--- src/rtl/game_pkg.sv ---
// Shared game definitions: command codes, tile ids and the command legality
// check used by the intake queue.
package game_pkg;

  // Width of the argument to cmd_legal; callers zero-extend their command into it.
  localparam int unsigned CMD_CHK_W = 64;

  localparam logic [15:0] CMD_RIGHT    = 16'h0001;
  localparam logic [15:0] CMD_LEFT     = 16'h0002;
  localparam logic [15:0] CMD_UP       = 16'h0003;
  localparam logic [15:0] CMD_DOWN     = 16'h0004;
  localparam logic [15:0] CMD_ATTACK   = 16'h0005;
  localparam logic [15:0] CMD_RUN      = 16'h0006;
  localparam logic [15:0] CMD_NOSHROUD = 16'h0010;

  typedef enum logic [2:0] {
    TILE_UNKNOWN = 3'd0,
    TILE_FLOOR   = 3'd1,
    TILE_WALL    = 3'd2,
    TILE_DOOR    = 3'd3,
    TILE_ITEM    = 3'd4,
    TILE_EXIT    = 3'd5,
    TILE_ENEMY   = 3'd6
  } tile_e;

  // Movement only while exploring, attack/run only in combat, the shroud
  // toggle only with hacks enabled; everything else is rejected.
  function automatic logic cmd_legal(input logic [CMD_CHK_W-1:0] cmd,
                                     input logic on_enemy,
                                     input logic hacks_en);
    logic legal;
    legal = 1'b0;
    if ((cmd >= 64'(CMD_RIGHT)) && (cmd <= 64'(CMD_DOWN))) begin
      legal = !on_enemy;
    end else if ((cmd == 64'(CMD_ATTACK)) || (cmd == 64'(CMD_RUN))) begin
      legal = on_enemy;
    end else if (cmd == 64'(CMD_NOSHROUD)) begin
      legal = hacks_en;
    end else begin
      legal = 1'b0;
    end
    return legal;
  endfunction

endpackage

--- src/rtl/cmdq_fifo.sv ---
// Command storage for cmd_queue: circular buffer with read/write pointers,
// occupancy level and full/empty flags. rd_cmd reads 0 when empty.
module cmdq_fifo #(
  parameter  int DEPTH = 8,
  parameter  int CMD_W = 16,
  localparam int AW    = $clog2(DEPTH),
  localparam int LVL_W = AW + 1
) (
  input  logic             clk,
  input  logic             rst,
  input  logic             push,
  input  logic [CMD_W-1:0] wr_cmd,
  input  logic             pop,
  output logic [CMD_W-1:0] rd_cmd,
  output logic [LVL_W-1:0] level,
  output logic             full,
  output logic             empty
);

  logic [CMD_W-1:0] mem_q [DEPTH];
  logic [CMD_W-1:0] mem_d [DEPTH];
  logic [AW-1:0]    wr_ptr_q, wr_ptr_d;
  logic [AW-1:0]    rd_ptr_q, rd_ptr_d;
  logic [LVL_W-1:0] level_q, level_d;
  logic             push_ok_s;
  logic             pop_ok_s;

  assign full   = (level_q == LVL_W'(DEPTH));
  assign empty  = (level_q == {LVL_W{1'b0}});
  assign level  = level_q;
  assign rd_cmd = empty ? {CMD_W{1'b0}} : mem_q[rd_ptr_q];

  // Next pointers, level and storage; pointers wrap naturally at DEPTH.
  always_comb begin
    push_ok_s = push && !full;
    pop_ok_s  = pop && !empty;
    mem_d     = mem_q;
    wr_ptr_d  = wr_ptr_q;
    rd_ptr_d  = rd_ptr_q;
    level_d   = level_q;
    if (push_ok_s) begin
      mem_d[wr_ptr_q] = wr_cmd;
      wr_ptr_d        = wr_ptr_q + AW'(1);
    end else begin
      wr_ptr_d = wr_ptr_q;
    end
    if (pop_ok_s) begin
      rd_ptr_d = rd_ptr_q + AW'(1);
    end else begin
      rd_ptr_d = rd_ptr_q;
    end
    case ({push_ok_s, pop_ok_s})
      2'b10:   level_d = level_q + LVL_W'(1);
      2'b01:   level_d = level_q - LVL_W'(1);
      default: level_d = level_q;
    endcase
  end

  // Pointer and level registers; reset empties the queue.
  always_ff @(posedge clk) begin
    if (rst) begin
      wr_ptr_q <= {AW{1'b0}};
      rd_ptr_q <= {AW{1'b0}};
      level_q  <= {LVL_W{1'b0}};
    end else begin
      wr_ptr_q <= wr_ptr_d;
      rd_ptr_q <= rd_ptr_d;
      level_q  <= level_d;
    end
  end

  // Storage array; contents need no reset since level gates every read.
  always_ff @(posedge clk) begin
    mem_q <= mem_d;
  end

endmodule

--- src/rtl/cmd_queue.sv ---
// Command intake queue ahead of the game engine. Buffers player commands,
// drops code 0 on entry and, when CMDQ_VALIDATE_EN is defined, discards head
// commands that are illegal for the engine's current mode. Without that macro
// every stored command is delivered and on_enemy/hacks_en are ignored.
module cmd_queue
  import game_pkg::*;
#(
  parameter int DEPTH = 8,
  parameter int CMD_W = 16
) (
  input  logic                     clk,
  input  logic                     rst,
  input  logic                     in_valid,
  input  logic [CMD_W-1:0]         in_cmd,
  output logic                     in_ready,
  input  logic                     on_enemy,
  input  logic                     hacks_en,
  output logic                     out_valid,
  output logic [CMD_W-1:0]         out_cmd,
  input  logic                     out_ready,
  output logic                     drop_pulse,
  output logic [7:0]               drop_count,
  output logic [$clog2(DEPTH):0]   level
);

  localparam int LVL_W = $clog2(DEPTH) + 1;

  logic [CMD_W-1:0] head_cmd_s;
  logic [LVL_W-1:0] fifo_level_s;
  logic             full_s;
  logic             empty_s;
  logic             head_legal_s;
  logic             push_acc_s;
  logic             push_zero_s;
  logic             fifo_push_s;
  logic             discard_s;
  logic             pop_s;
  logic [8:0]       drop_sum_s;
  logic             drop_pulse_q, drop_pulse_d;
  logic [7:0]       drop_count_q, drop_count_d;
  logic             unused_mode_s;

  cmdq_fifo #(
    .DEPTH (DEPTH),
    .CMD_W (CMD_W)
  ) u_fifo (
    .clk    (clk),
    .rst    (rst),
    .push   (fifo_push_s),
    .wr_cmd (in_cmd),
    .pop    (pop_s),
    .rd_cmd (head_cmd_s),
    .level  (fifo_level_s),
    .full   (full_s),
    .empty  (empty_s)
  );

  // Head legality against the current engine mode (or always legal).
  always_comb begin
`ifdef CMDQ_VALIDATE_EN
    head_legal_s  = cmd_legal(CMD_CHK_W'(head_cmd_s), on_enemy, hacks_en);
    unused_mode_s = 1'b0;
`else
    head_legal_s  = 1'b1;
    unused_mode_s = on_enemy ^ hacks_en;
`endif
  end

  // Handshake, zero-code drop, and head pop/discard decisions.
  always_comb begin
    in_ready    = !full_s;
    push_acc_s  = in_valid && !full_s;
    push_zero_s = push_acc_s && (in_cmd == {CMD_W{1'b0}});
    fifo_push_s = push_acc_s && !push_zero_s;
    out_valid   = !empty_s && head_legal_s;
    discard_s   = !empty_s && !head_legal_s;
    pop_s       = (out_valid && out_ready) || discard_s;
  end

  // Drop counter update: up to two drops per cycle, saturating at 255.
  always_comb begin
    drop_sum_s   = {1'b0, drop_count_q} + {8'd0, push_zero_s} + {8'd0, discard_s};
    drop_pulse_d = push_zero_s || discard_s;
    if (drop_sum_s[8]) begin
      drop_count_d = 8'hFF;
    end else begin
      drop_count_d = drop_sum_s[7:0];
    end
  end

  // Drop pulse and counter registers.
  always_ff @(posedge clk) begin
    if (rst) begin
      drop_pulse_q <= 1'b0;
      drop_count_q <= 8'd0;
    end else begin
      drop_pulse_q <= drop_pulse_d;
      drop_count_q <= drop_count_d;
    end
  end

  assign out_cmd    = head_cmd_s;
  assign level      = fifo_level_s;
  assign drop_pulse = drop_pulse_q;
  assign drop_count = drop_count_q;

endmodule

--- config.mk ---
export PLATFORM = sky130hd
export DESIGN_NAME = cmd_queue
export DESIGN_NICKNAME = d
export VERILOG_FILES = /design/src/rtl/game_pkg.sv /design/src/rtl/cmdq_fifo.sv /design/src/rtl/cmd_queue.sv
export SDC_FILE = /design/constraint.sdc
export NUM_CORES = 1
export LEC_CHECK = 0
export CAP_MARGIN = 0
export CELL_PAD_IN_SITES_DETAIL_PLACEMENT = 1
export CELL_PAD_IN_SITES_GLOBAL_PLACEMENT = 2
export CORE_MARGIN = 2
export CORE_UTILIZATION = 39
export DETAILED_ROUTE_END_ITERATION = 6
export PLACE_DENSITY = 0.76
export SLEW_MARGIN = 10
export SYNTH_ARGS = -nofsm -noshare
export SYNTH_HDL_FRONTEND = slang
export SYNTH_HIERARCHICAL = 1
export SYNTH_SLANG_ARGS = --single-unit
--- constraint.sdc ---
create_clock -name clk -period 3.65 [get_ports clk]
set_input_delay 0.365 -clock clk [delete_from_list [all_inputs] [get_ports clk]]
set_output_delay 0.365 -clock clk [all_outputs]
set_load 0.02 [all_outputs]
Word level (Yosys, flattened, before mapping)
Index checks and enable logic that the tools add are counted.
Operators by class
  mux-type cells: 9
  bitwise logic cells: 2
  add/subtract/negate cells: 5
  $lt $le $gt $ge: 3
  equality and inequality tests: 3
  reductions and logical operators: 13
Operator list (count)
  $bwmux 128: 1
  $mux 16: 4
  $bmux 16 s3: 1
  $demux 16 s3: 1
  $logic_not 16->1: 1
  $add 8x1->9: 1
  $ge 4x4->1 const B: 2
  $mux 8: 1
  $not 3->4: 2
  $pmux 4 s2: 1
  $logic_and 1x1->1: 7
  $add 3x1->3 const B: 2
  $add 4x1->4 const B: 1
  $eq 4x4->1 const B: 1
  $logic_not 4->1: 1
  $lt 4x1->1 const B: 1
  $sub 4x1->4 const B: 1
  $logic_not 1->1: 3
  $eq 2x1->1 const B: 1
  $eq 2x2->1 const B: 1
  $reduce_bool 2->1: 1
Word-level totals
  bits in registers: 147
  word-level logic and storage cells: 48
  input bits: 22
  output and inout port bits: 31

Logic depth before layout (Yosys ltp)
  word-level depth: 9
  gate-level depth with buffers: 15
  depth with buffers taken out: 13

Modules after synthesis
Netlist, hierarchy kept.
Modules (own cells, without submodules)
  cmdq_fifo: cells each 273, area an instance 5495.3 µm², sequential area each 4043.9 µm², instances 1
  cmd_queue: cells each 51, area an instance 444.2 µm², sequential area each 180.2 µm², instances 1

Least setup slack after synthesis
OpenSTA, ideal clock, no wires.
  path type: register to register
  start point: reg u_fifo.level_q[0] (netlist: u_fifo/level[0])
  end point: reg u_fifo/mem_q[112] (netlist bit), enable pin
  period minus slack after synthesis: 3744 ps
  arrival time: 3313 ps
  cell stages (with the launch flop): 9
  slack: -94 ps
  data required time: 3220 ps
  buffers on the path: 1
  library setup time: 430 ps
  cell sequence: dfxtp_1 > or4b_1 > buf_6 > inv_1 > inv_1 > nand2_1 > nor2b_1 > nand2_8 > nor4_1
Between the ends
  word-level cells in the longest chain between the ends: 7
RTL lines
  start, declared: RTL line cmdq_fifo.sv:24  | logic [LVL_W-1:0] level_q, level_d;
  start signal, assigned: RTL line cmdq_fifo.sv:64  | level_q <= {LVL_W{1'b0}};
  start signal, assigned: RTL line cmdq_fifo.sv:68  | level_q <= level_d;
  $eq 4x4->1 *: RTL line cmdq_fifo.sv:28  | assign full = (level_q == LVL_W'(DEPTH));
  via full_s: RTL line cmd_queue.sv:30  | logic full_s;
  $logic_not 1->1 *
  via in_ready: RTL line cmd_queue.sv:15  | output logic in_ready,
  $logic_and 1x1->1 *: RTL line cmd_queue.sv:72  | push_acc_s = in_valid && !full_s;
  $logic_and 1x1->1: RTL line cmd_queue.sv:73  | push_zero_s = push_acc_s && (in_cmd == {CMD_W{1'b0}});
  $logic_not 1->1: RTL line cmd_queue.sv:74  | fifo_push_s = push_acc_s && !push_zero_s;
  $logic_and 1x1->1 *: RTL line cmd_queue.sv:74
  via fifo_push_s: RTL line cmd_queue.sv:35  | logic fifo_push_s;
  $logic_and 1x1->1 *: RTL line cmdq_fifo.sv:35  | push_ok_s = push && !full;
  end signal, assigned: RTL line cmdq_fifo.sv:74  | mem_q <= mem_d;
  end, declared: RTL line cmdq_fifo.sv:20  | logic [CMD_W-1:0] mem_q [DEPTH];
The timed path passes the listed nets; every way through them passes the cells marked *.
A chain may end at the register's enable or synchronous reset.

Worst setup path after layout
  start point: reg u_fifo.level_q[1] (netlist: u_fifo/level[1])
  end point: reg u_fifo.level_q[2] (netlist: u_fifo/level[2])
Between the ends
  word-level cells in the longest chain between the ends: 9
  elaborated cells on any way between the ends: 17
  those cells by class: 2 x add/sub; 3 x eq/ne; 1 x mux; 11 x reduce/logical
RTL lines
  $eq 4x4->1 *: RTL line cmdq_fifo.sv:28
  via full_s: RTL line cmd_queue.sv:30
  $logic_not 1->1 *: RTL line cmd_queue.sv:72
  $logic_and 1x1->1 *: RTL line cmd_queue.sv:72
  $logic_and 1x1->1: RTL line cmd_queue.sv:73
  $logic_not 1->1: RTL line cmd_queue.sv:74
  $logic_and 1x1->1 *: RTL line cmd_queue.sv:74
  via fifo_push_s: RTL line cmd_queue.sv:35
  $logic_and 1x1->1 *: RTL line cmdq_fifo.sv:35
  $eq 2x1->1 / $eq 2x2->1 (equally long branches): RTL line cmdq_fifo.sv:52  | case ({push_ok_s, pop_ok_s})
  $pmux 4 s2 / $reduce_bool 2->1 (equally long branches)
Marked as above.

==> reports/qor.yml <==
sta:
  drv_slew: 0
  max_slew_margin_pct: 45.8
  tightest_slew_ps: 810
  setup-tns-final_ps: 0
  fin_skew_ps: 7.94
  fmax_mhz: 325
  rsz0062_at_grt: "false"
  finalCriticalPeriod_ps: 3080
  hold_viol_final: 0
  setup_viol: 0
  finalCritPeriodShare_pct: 84.4
clock_network:
  cts_hold_buffers: 0
  cts_tree: "built"
  htreeDepth: 4
  clkTransAtPathRegs_ps: 60
  postCtsSetupBuffers: 0
  root_buffer: "clkbuf_16"
  clockBufferDepth: 2
  clk_latency_ps: 430
  cts_resized: 0
  cts_buffers: 17
  clock_sinks: 147
synthesis:
  syn_area_mm2: 0.00594
  syn_nets: 353
  synth.area.top_cells: "edfxtp_1 (65%), mux4_2 (12%), dfxtp_1 (6.4%), mux2i_1 (3.0%), nor2_1 (1.8%)"
  synth_cells: 324
  syn_area_per_cell_um2: 18.3
  seq_area_frac_synth_pct: 71.1
  synthArstFlopShare_pct: 0
  yosysMostFrequentCell: "edfxtp_1"
  synth-edff-count: 128
  yosys.area.top_type: "edfxtp_1"
  yosysWarnings: 6
  synth_common_cells: "edfxtp_1 (128), mux4_2 (32), nor2_1 (28)"
  synth_top_area_share_pct: 64.7
  synthDistinctLibCells: 43
  synthFlopType: "edfxtp_1"
  synth_seq_cells: 147
final_layout:
  n_fill_cell: 1416
  post-route-util_pct: 49.5
  layout-drive-gt1-share_pct: 25.0
  antennaDiodeCount: 0
  regArea_mm2: 0.00423
  multi_input_area_mm2: 0.00164
  syn2layout_area_growth_pct: 25.4
  final_nets: 432
routing:
  drc_errors: 0
  drt_wl_total_um: 12400
  first_pass_iters: 4
  wl_per_cell_um: 20.5
  drtAntennaViolNets: 0
  vias: 3120
  vias_per_cell: 5.17
  first_iter_violations: 168
setup_path:
  crit_fanout: 8
  critical_path_class: "reg -> reg"
  path_cells: "or4b_1 > inv_1 > inv_1 > nand2_1 > nor2b_1 > nand2_8 > ha_1 > xor2_1 > ha_1 > a21oi_1 > xor2_1 > or3_1 > a21oi_1"
  crit_end: "u_fifo/level[2]"
  critPathLaunchType: "flip-flop"
  r2r_slack_ps: 570
  cp_slowest_cell: "dfxtp_1"
  worst_r2r_endpoint: "u_fifo/level[2]"
  crit_cells: 13
  worst-path-buf-inv: 2
  crit_start: "u_fifo/level[1]"
  r2r_start: "u_fifo/level[1]"
  worstPathArrival_ps: 3420
  path_delay_family: "simple AND/OR/NAND/NOR gates"
  slowest_delay_ps: 510
  required_ps: 3990
  end_kind: "flip-flop"
  reg2regPathDepth: 13
global_route:
  antenna_found_initial: 0
  grt_pass1_vias: 3415
  grt_pass1_wl_um: 19500
  grt.busiest_layer: "met2"
  gr-total-overflow: 0
  grt_max_degree: 25
  met2_usage_pct: 27.1
  grt_usage_pct: 16.7
  use_met3_pct: 4.69
  gr-usage-met1_pct: 21.2
power_and_ir_drop:
  combPwrFrac_pct: 25.8
  p_int_uw: 3740
  power.density_mw_per_mm2: 697
  clkPwrFrac_pct: 34.6
  power_uw: 5190
  power.leakage_uw: 0.00244
  swShare_pct: 28.1
  ir_worst_vdd_uv: 352
  p_sw_uw: 1460
  seq_power_share_pct: 39.6
place:
  portBuffers: 50
  routabilityCongestion: 0.686
  dp_hpwl_um: 7610
die:
  initial_core_util_pct: 39.5
  row_count: 45
  die_area_mm2: 0.0162
  pin_count: 53
  core_area_mm2: 0.0150
  die_w_um: 127
  die_h_um: 127
run_status:
  status: "finished, final reports clean"
run:
  cap_viol_max_count: 0
hold_path:
  min_path_type: "reg -> reg"
  min_from: "drop_count[4]"
metal layers:
metal  routed length [um]  share of wire [%]
met5                    0                  0
met1                 5340                 43
met4                  206                1.7
met3                  487                3.9
met2                 6320                 51
sequential cells by signal, summed over array words and instances (netlist names):
register / count
u_fifo/mem_q: 128
drop_count: 8
u_fifo/level: 4
u_fifo/rd_ptr_q: 3
u_fifo/wr_ptr_q: 3
drop_pulse: 1
cell usage in the layout, fill, tap and decap left out, types with 3 or more instances in the layout:
master	synthesis	routed
edfxtp_1	128	128
clkdlybuf4s50_1	0	50
mux4_2	32	32
nor2_1	28	28
buf_4	3	23
dfxtp_1	19	18
mux2i_1	18	18
clkbuf_16	0	17
a21oi_1	8	8
nor2b_1	7	7
ha_1	7	7
inv_1	6	6
nor4_1	6	5
xor2_1	5	5
nand3_1	4	4
nor3_2	0	4
nand2_1	3	3
a31oi_1	3	3
nand2b_1	3	3
nor3_1	7	3
or3_1	3	3
inv_6	0	3
bufinv_16	0	3
through the flow:
stage	setup WS, ps	cells	area [um^2]	hold WS [ps]
2_1_floorplan	259	324	5950	464
3_3_place_gp	203	572	6840	513
3_5_place_dp	165	572	6840	507
4_1_cts	532	604	7450	524
5_1_grt	277	604	7450	552
6_report	571	604	7450	522
kinds of logic after synthesis:
kind of cell,Yosys count,synth area share [%]
xor+xnor,8,1.31
buf+inv,21,1.83
fa+ha+maj,7,1.47
mux,51,15.4
simple gates,72,7.02
compound gates,18,1.90
flops,147,71.1
cell type report:
| class | count | share of cell area [%] |
|---|---|---|
| Clock inverter | 11 | 2.02 |
| Timing Repair Buffer | 75 | 9.58 |
| Inverter | 6 | 0.302 |
| Clock buffer | 21 | 6.18 |
| Tap cell | 188 | 3.16 |
| Multi-Input combinational cell | 156 | 22.0 |
| Sequential cell | 147 | 56.7 |
how the worst min path moves through the flow:
stage	depth (start not counted)	slack, ps	endpoint
3_5_place_dp	1	510	drop_count[4]
2_1_floorplan	0	460	u_fifo/mem_q[0]
3_3_place_gp	1	510	drop_count[4]
5_1_grt	1	550	drop_count[4]
6_report	1	520	drop_count[4]
4_1_cts	1	520	drop_count[4]
power by group through the flow:
stage / registers (uW) / clock network, uW / logic (uW)
after floorplan: 2060 / 0 / 838
after global placement: 2090 / 0 / 1350
after detailed placement: 2100 / 0 / 1370
after CTS: 2060 / 1830 / 1380
after global routing: 2070 / 1910 / 1460
final: 2060 / 1800 / 1340
No activity file was read; power rests on OpenSTA's default activity.
